## src/rtl/sipo_rx_pkg.sv

```systemverilog
// Shared types and line-level constants for the serial frame receiver.
package sipo_rx_pkg;

   typedef enum logic [1:0] {
      IDLE   = 2'd0,
      DATA   = 2'd1,
      PARITY = 2'd2
   } state_e;

   localparam logic IDLE_LVL  = 1'b0;
   localparam logic START_LVL = 1'b1;

endpackage

```

## src/rtl/sipo_frame_rx.sv

```systemverilog
// MSB-first serial frame receiver: start bit, WIDTH data bits, optional even parity.
// Delivers the word with a one-cycle valid pulse; po/parity_err hold between frames.
module sipo_frame_rx
   import sipo_rx_pkg::*;
#(
   parameter int WIDTH     = 4,
   parameter bit PARITY_EN = 1'b1
) (
   input  logic             clk,
   input  logic             rst,
   input  logic             en,
   input  logic             si,
   output logic [WIDTH-1:0] po,
   output logic             valid,
   output logic             parity_err,
   output logic             busy
);

   localparam int              CW   = (WIDTH > 1) ? $clog2(WIDTH) : 1;
   localparam logic [CW-1:0]   LAST = CW'(WIDTH - 1);

   state_e           state_q;
   logic [CW-1:0]    cnt_q;
   logic [WIDTH-1:0] sr_q;
   logic [WIDTH-1:0] sr_d;
   logic [WIDTH-1:0] po_q;
   logic             valid_q;
   logic             perr_q;
   logic             perr_d;

   assign sr_d   = {sr_q[WIDTH-2:0], si};
   // Even parity: error when data ones plus the parity bit is odd.
   assign perr_d = (^sr_q) ^ si;

   always_ff @(posedge clk) begin
      if (rst) begin
         state_q <= IDLE;
         cnt_q   <= '0;
         sr_q    <= '0;
         po_q    <= '0;
         valid_q <= 1'b0;
         perr_q  <= 1'b0;
      end else begin
         valid_q <= 1'b0;
         if (en) begin
            unique case (state_q)
               IDLE: begin
                  if (si == START_LVL) begin
                     state_q <= DATA;
                     cnt_q   <= '0;
                  end
               end
               DATA: begin
                  sr_q <= sr_d;
                  if (cnt_q == LAST) begin
                     // Counter wraps to 0 here so it never reaches WIDTH.
                     cnt_q <= '0;
                     if (PARITY_EN) begin
                        state_q <= PARITY;
                     end else begin
                        state_q <= IDLE;
                        po_q    <= sr_d;
                        valid_q <= 1'b1;
                     end
                  end else begin
                     cnt_q <= cnt_q + 1'b1;
                  end
               end
               PARITY: begin
                  state_q <= IDLE;
                  po_q    <= sr_q;
                  perr_q  <= perr_d;
                  valid_q <= 1'b1;
               end
               default: state_q <= IDLE;
            endcase
         end
      end
   end

   assign po         = po_q;
   assign valid      = valid_q;
   assign parity_err = PARITY_EN ? perr_q : 1'b0;
   assign busy       = (state_q != IDLE);

endmodule

```

## config.mk

```make
export PLATFORM = sky130hd
export DESIGN_NAME = sipo_frame_rx
export DESIGN_NICKNAME = d
export VERILOG_FILES = /design/src/rtl/sipo_rx_pkg.sv /design/src/rtl/sipo_frame_rx.sv
export SDC_FILE = /design/constraint.sdc
export NUM_CORES = 1
export LEC_CHECK = 0
export CAP_MARGIN = 20
export CORE_MARGIN = 2
export CORE_UTILIZATION = 30
export CTS_CLUSTER_DIAMETER = 60
export DETAILED_ROUTE_END_ITERATION = 8
export PLACE_DENSITY = 0.61
export SLEW_MARGIN = 10
export SYNTH_ARGS = -nofsm -noshare
export SYNTH_HDL_FRONTEND = slang
export SYNTH_SLANG_ARGS = --single-unit
```

## constraint.sdc

```tcl
create_clock -name clk -period 1.5 [get_ports clk]
set_input_delay 0.15 -clock clk [delete_from_list [all_inputs] [get_ports clk]]
set_output_delay 0.15 -clock clk [all_outputs]
set_load 0.02 [all_outputs]
```

Yosys cells after proc, flatten, opt, wreduce, memory -nomap -nowiden. Cells that the tools add are included.

Reduce and logical (&&, ||, !) cells: 9. Bitwise operators: 2. Equality and inequality tests: 5. Shift-type cells: 0. Add/subtract/negate cells: 1. Mux-type cells: 7. $lt $le $gt $ge: 0. $mul: 0. Divide/modulo/power cells: 0.

Operator list (number): $mux W2 (4); $pmux W2 S2 (2); $reduce_and A3 Y1 (2); $eq A2 B2 Y1 const B (2); $ne A2 B2 Y1 const B (2); $reduce_and A2 Y1 (2); $reduce_bool A2 Y1 (2); $reduce_xor A4 Y1 (1); $add A2 B1 Y2 const B (1); $eq A2 B1 Y1 const B (1); $logic_not A2 Y1 (1); $reduce_or A2 Y1 (1); $mux W1 (1); $not A1 Y1 (1); $xor A1 B1 Y1 (1).

Memories kept: 0. Bits in writable memories: 0. Bits in latches: 0. Word-level logic and storage cells: 30. Output and inout port bits: 7. Bits in read-only memories: 0. Input bits: 4. Register bits: 14.

Logic depth before layout (Yosys ltp).
Word-level depth: 3. Gate-level depth with buffers: 4. Mapped depth without buffers: 4.

Least setup slack after synthesis. OpenSTA, ideal clock, no wires.

Kind: register -> register. From: register sr_q[1]. To: register perr_q, in the netlist parity_err. Setup slack: 0.322 ns. Path buffers: 0. Period minus slack after synthesis: 1.178 ns. Data required time: 1.378 ns. Library setup time: 0.122 ns. Arrival: 1.057 ns. Stages on the path, launching flop included: 3. Cells stage by stage: dfxtp_1 > xnor3_1 > a221o_1.

Word-level cells in the longest chain between the ends: 2.

Ends and longest elaborated chain: start: declaration (line sipo_frame_rx.sv:24) `logic [WIDTH-1:0] sr_q;`; start signal: assignment (line sipo_frame_rx.sv:54) `sr_q <= sr_d;`; $reduce_xor A4 Y1 (line sipo_frame_rx.sv:33) `assign perr_d = (^sr_q) ^ si;`; $xor A1 B1 Y1 (line sipo_frame_rx.sv:33); end signal: assignment (line sipo_frame_rx.sv:72) `perr_q <= perr_d;`; end: declaration (line sipo_frame_rx.sv:28) `logic perr_q;`.

No other way between the ends. A chain may end at the register's enable or synchronous reset.

Worst setup path after layout.
From: register po_q[2], in the netlist po[2]. To: output po[2].

RTL lines: start: declaration (line sipo_frame_rx.sv:26) `logic [WIDTH-1:0] po_q;`; start signal: assignment (line sipo_frame_rx.sv:62) `po_q <= sr_d;`; start signal: assignment (line sipo_frame_rx.sv:71) `po_q <= sr_q;`; end: declaration (line sipo_frame_rx.sv:13) `output logic [WIDTH-1:0] po,`.

No word-level cell between the ends.

==> impl_metrics.yaml <==
run_status:
  status: "finished clean"
setup_path:
  max_stage_delay_ns: 0.60
  crit_required_ns: 1.35
  reg2reg_slack_ns: 0.22
  path_buf_inv: 1
  path_cells: "clkdlybuf4s50_1"
  critical-path-slowest-cell: "clkdlybuf4s50_1"
  cp.arrival_ns: 1.22
  critical-path-top-delay-family: "buffers and inverters"
  cp-startpoint: "po[2]"
  startpoint_type: "flip-flop"
  critical_path_class: "flip-flop to output port"
  r2r_start: "sr_q[1]"
  endpoint_kind: "output port"
  path_max_fanout: 2
cts:
  cts-root-buf: "clkbuf_4"
  hold_buffers: 0
  cts_setup_buffers: 0
  cts.repair.resized: 1
  cts_sinks: 14
  clockBufferDepth: 2
  numCtsBuffers: 3
  clk_pin_slew_ns: 0.08
  cts_tree: "built"
  cts_max_level: 1
  clock_latency_ns: 0.28
power:
  pwr-share-comb: 0.085
  p_int_mw: 0.554
  pwr-share-seq: 0.535
  p_sw_mw: 0.155
  leakage_nw: 0.374
  totalPowerFinal_mw: 0.709
  power_density_mw_per_mm2: 873
  switching_share: 0.218
  power.clock.fraction: 0.380
  ir_worst_vdd_v: 0.000580
timing:
  setup_viol: 0
  slew_headroom: 0.822
  hold_ws_ns: 0.487
  hold_viol: 0
  rsz0062_at_grt: "false"
  fin_crit_sh: 0.915
  tightest_slew_ns: 0.266
  final_max_slew_viol_count: 0
  period_needed_ns: 1.37
  skew_ns: 0.00253
  setup-tns-final_ns: 0
  fmax_mhz: 729
floorplan:
  floorplan.rows: 16
  die_h_um: 50.2
  initial_core_util: 0.323
  die_w_um: 50.2
  core_mm2: 0.00198
  pin_count: 11
  die-area_mm2: 0.00252
final_layout:
  fillers: 205
  multi_input_area_um2: 325
  layout-drive-gt1-share: 0.171
  nNetsFinal: 82
  regArea_um2: 280
  final_cells: 103
  antennaDiodeCount: 0
  area_growth_pct: 27.0
yosys:
  synth_compound_area_frac: 0.0705
  syn-num-nets: 66
  synth_fa_ha_area_frac: 0.0196
  syn_area_um2: 639
  synthSimpleGateAreaFrac: 0.245
  seq_area_frac_synth: 0.438
  synth_mux_area_frac: 0.125
  synth-xor-area-share: 0.0489
  synth_top_family_by_area: "simple AND/OR/NAND/NOR gates"
  yosys_warnings: 0
  synth-seq-cells: 14
  syn_area_per_cell_um2: 10.5
  ys_types: 22
  synthCells: 61
placed_design:
  portBuffers: 10
  place_inst: 99
  hpwl_um: 854
  gp_congestion: 0.736
detailed_routing:
  dr.first_iter.drc_count: 13
  wl_per_cell_um: 11.8
  drc_errors: 0
  vias: 493
  finalWirelength_um: 1210
  drt_pass1_iterations: 4
  viasPerCell: 4.79
  ant_nets: 0
global_routing:
  grt_pass1_vias: 465
  antenna_found_initial: 0
  grtUsageTotal: 0.116
  grt_overflow: 0
  grt_pass1_wl_um: 2140
  grt_start_max_net_pins: 10
min_path:
  hold_path_class: "flip-flop to flip-flop"
  hold_start: "cnt_q[1]"
flow_run:
  max-cap-violations: 0
## worst min-delay path: stages (launching register included)
cell and delay [ns]:
dfxtp_1 0.32, o21ai_0 0.07, a21oi_1 0.06
## Yosys cell counts
| cell type | n | share of area |
|---|---|---|
| a221o_1 | 1 | 0.016 |
| nor2_1 | 12 | 0.070 |
| a21oi_1 | 4 | 0.031 |
| nor4bb_1 | 1 | 0.016 |
| xnor2_1 | 1 | 0.014 |
| clkbuf_1 | 1 | 0.0059 |
| nor3_1 | 1 | 0.0078 |
| buf_6 | 1 | 0.018 |
| nand2b_1 | 2 | 0.020 |
| clkbuf_8 | 1 | 0.022 |
| and2b_2 | 1 | 0.014 |
| nand4b_1 | 3 | 0.041 |
| clkbuf_2 | 1 | 0.0078 |
| mux2i_1 | 8 | 0.13 |
| nor4b_2 | 1 | 0.023 |
| ha_1 | 1 | 0.020 |
| nand3b_4 | 1 | 0.031 |
| dfxtp_1 | 14 | 0.44 |
| xnor3_1 | 1 | 0.035 |
| nand3b_1 | 1 | 0.012 |
| or2_2 | 1 | 0.0098 |
| o21ai_0 | 3 | 0.023 |
## final timing paths
check / endpoint / cells after the start
setup reg to reg: parity_err / 2
setup / recovery: po[2] / 1
hold reg to reg: cnt_q[1] / 2
hold / removal: cnt_q[1] / 2
## cell usage in the layout, fill, tap and decap left out, types with 2 or more instances in the layout
| master | count |
|---|---|
| mux2i_1 | 8 |
| dfxtp_1 | 14 |
| a21oi_1 | 4 |
| nor2_1 | 12 |
| nand2b_1 | 2 |
| clkdlybuf4s50_1 | 9 |
| o21ai_0 | 3 |
| clkbuf_4 | 3 |
| buf_4 | 5 |
| nand4b_1 | 3 |
## metal layers
metal  GRT usage  part of all wire  wire, µm
met4      0.0694             0.021        25
met3      0.0476             0.062        75
met1       0.152              0.51       617
met5           0                 0         0
met2       0.158              0.41       494
## final cells by class
cell class	count	share of cell area
multi-input cells	43	0.401
well taps	27	0.0416
repair buffers	15	0.168
flip-flops and latches	14	0.345
clock buffers	4	0.0447
## state kept, by name, summed over array words and instances (netlist names)
name and count:
cnt_q 2, parity_err 1, po 4, sr_q 4
state_q 2, valid 1
## power groups by stage
stage | combinational (mW) | sequential (mW) | clock [mW]
6_report | 0.0600 | 0.379 | 0.270
5_1_grt | 0.0665 | 0.380 | 0.296
4_1_cts | 0.0600 | 0.380 | 0.282
3_5_place_dp | 0.0610 | 0.388 | 0
3_3_place_gp | 0.0597 | 0.388 | 0
2_1_floorplan | 0.0399 | 0.387 | 0
## cell families after synthesis
logic type,Yosys count
AOI/OAI and AO/OA,8
buffers and inverters,4
DFF,14
muxes,8
adders and majority gates,1
xor gates and xnor gates,2
and+or+nand+nor,24
## per-stage QoR
step	instance area [µm²]	setup slack, ns	util
5_1_grt	812	0.0630	0.410
2_1_floorplan	639	0.322	-
3_5_place_dp	777	0.118	0.392
6_report	812	0.128	0.410
4_1_cts	812	0.105	0.410
3_3_place_gp	777	0.148	0.392
Note: power is estimated with default switching activity, not from simulation.
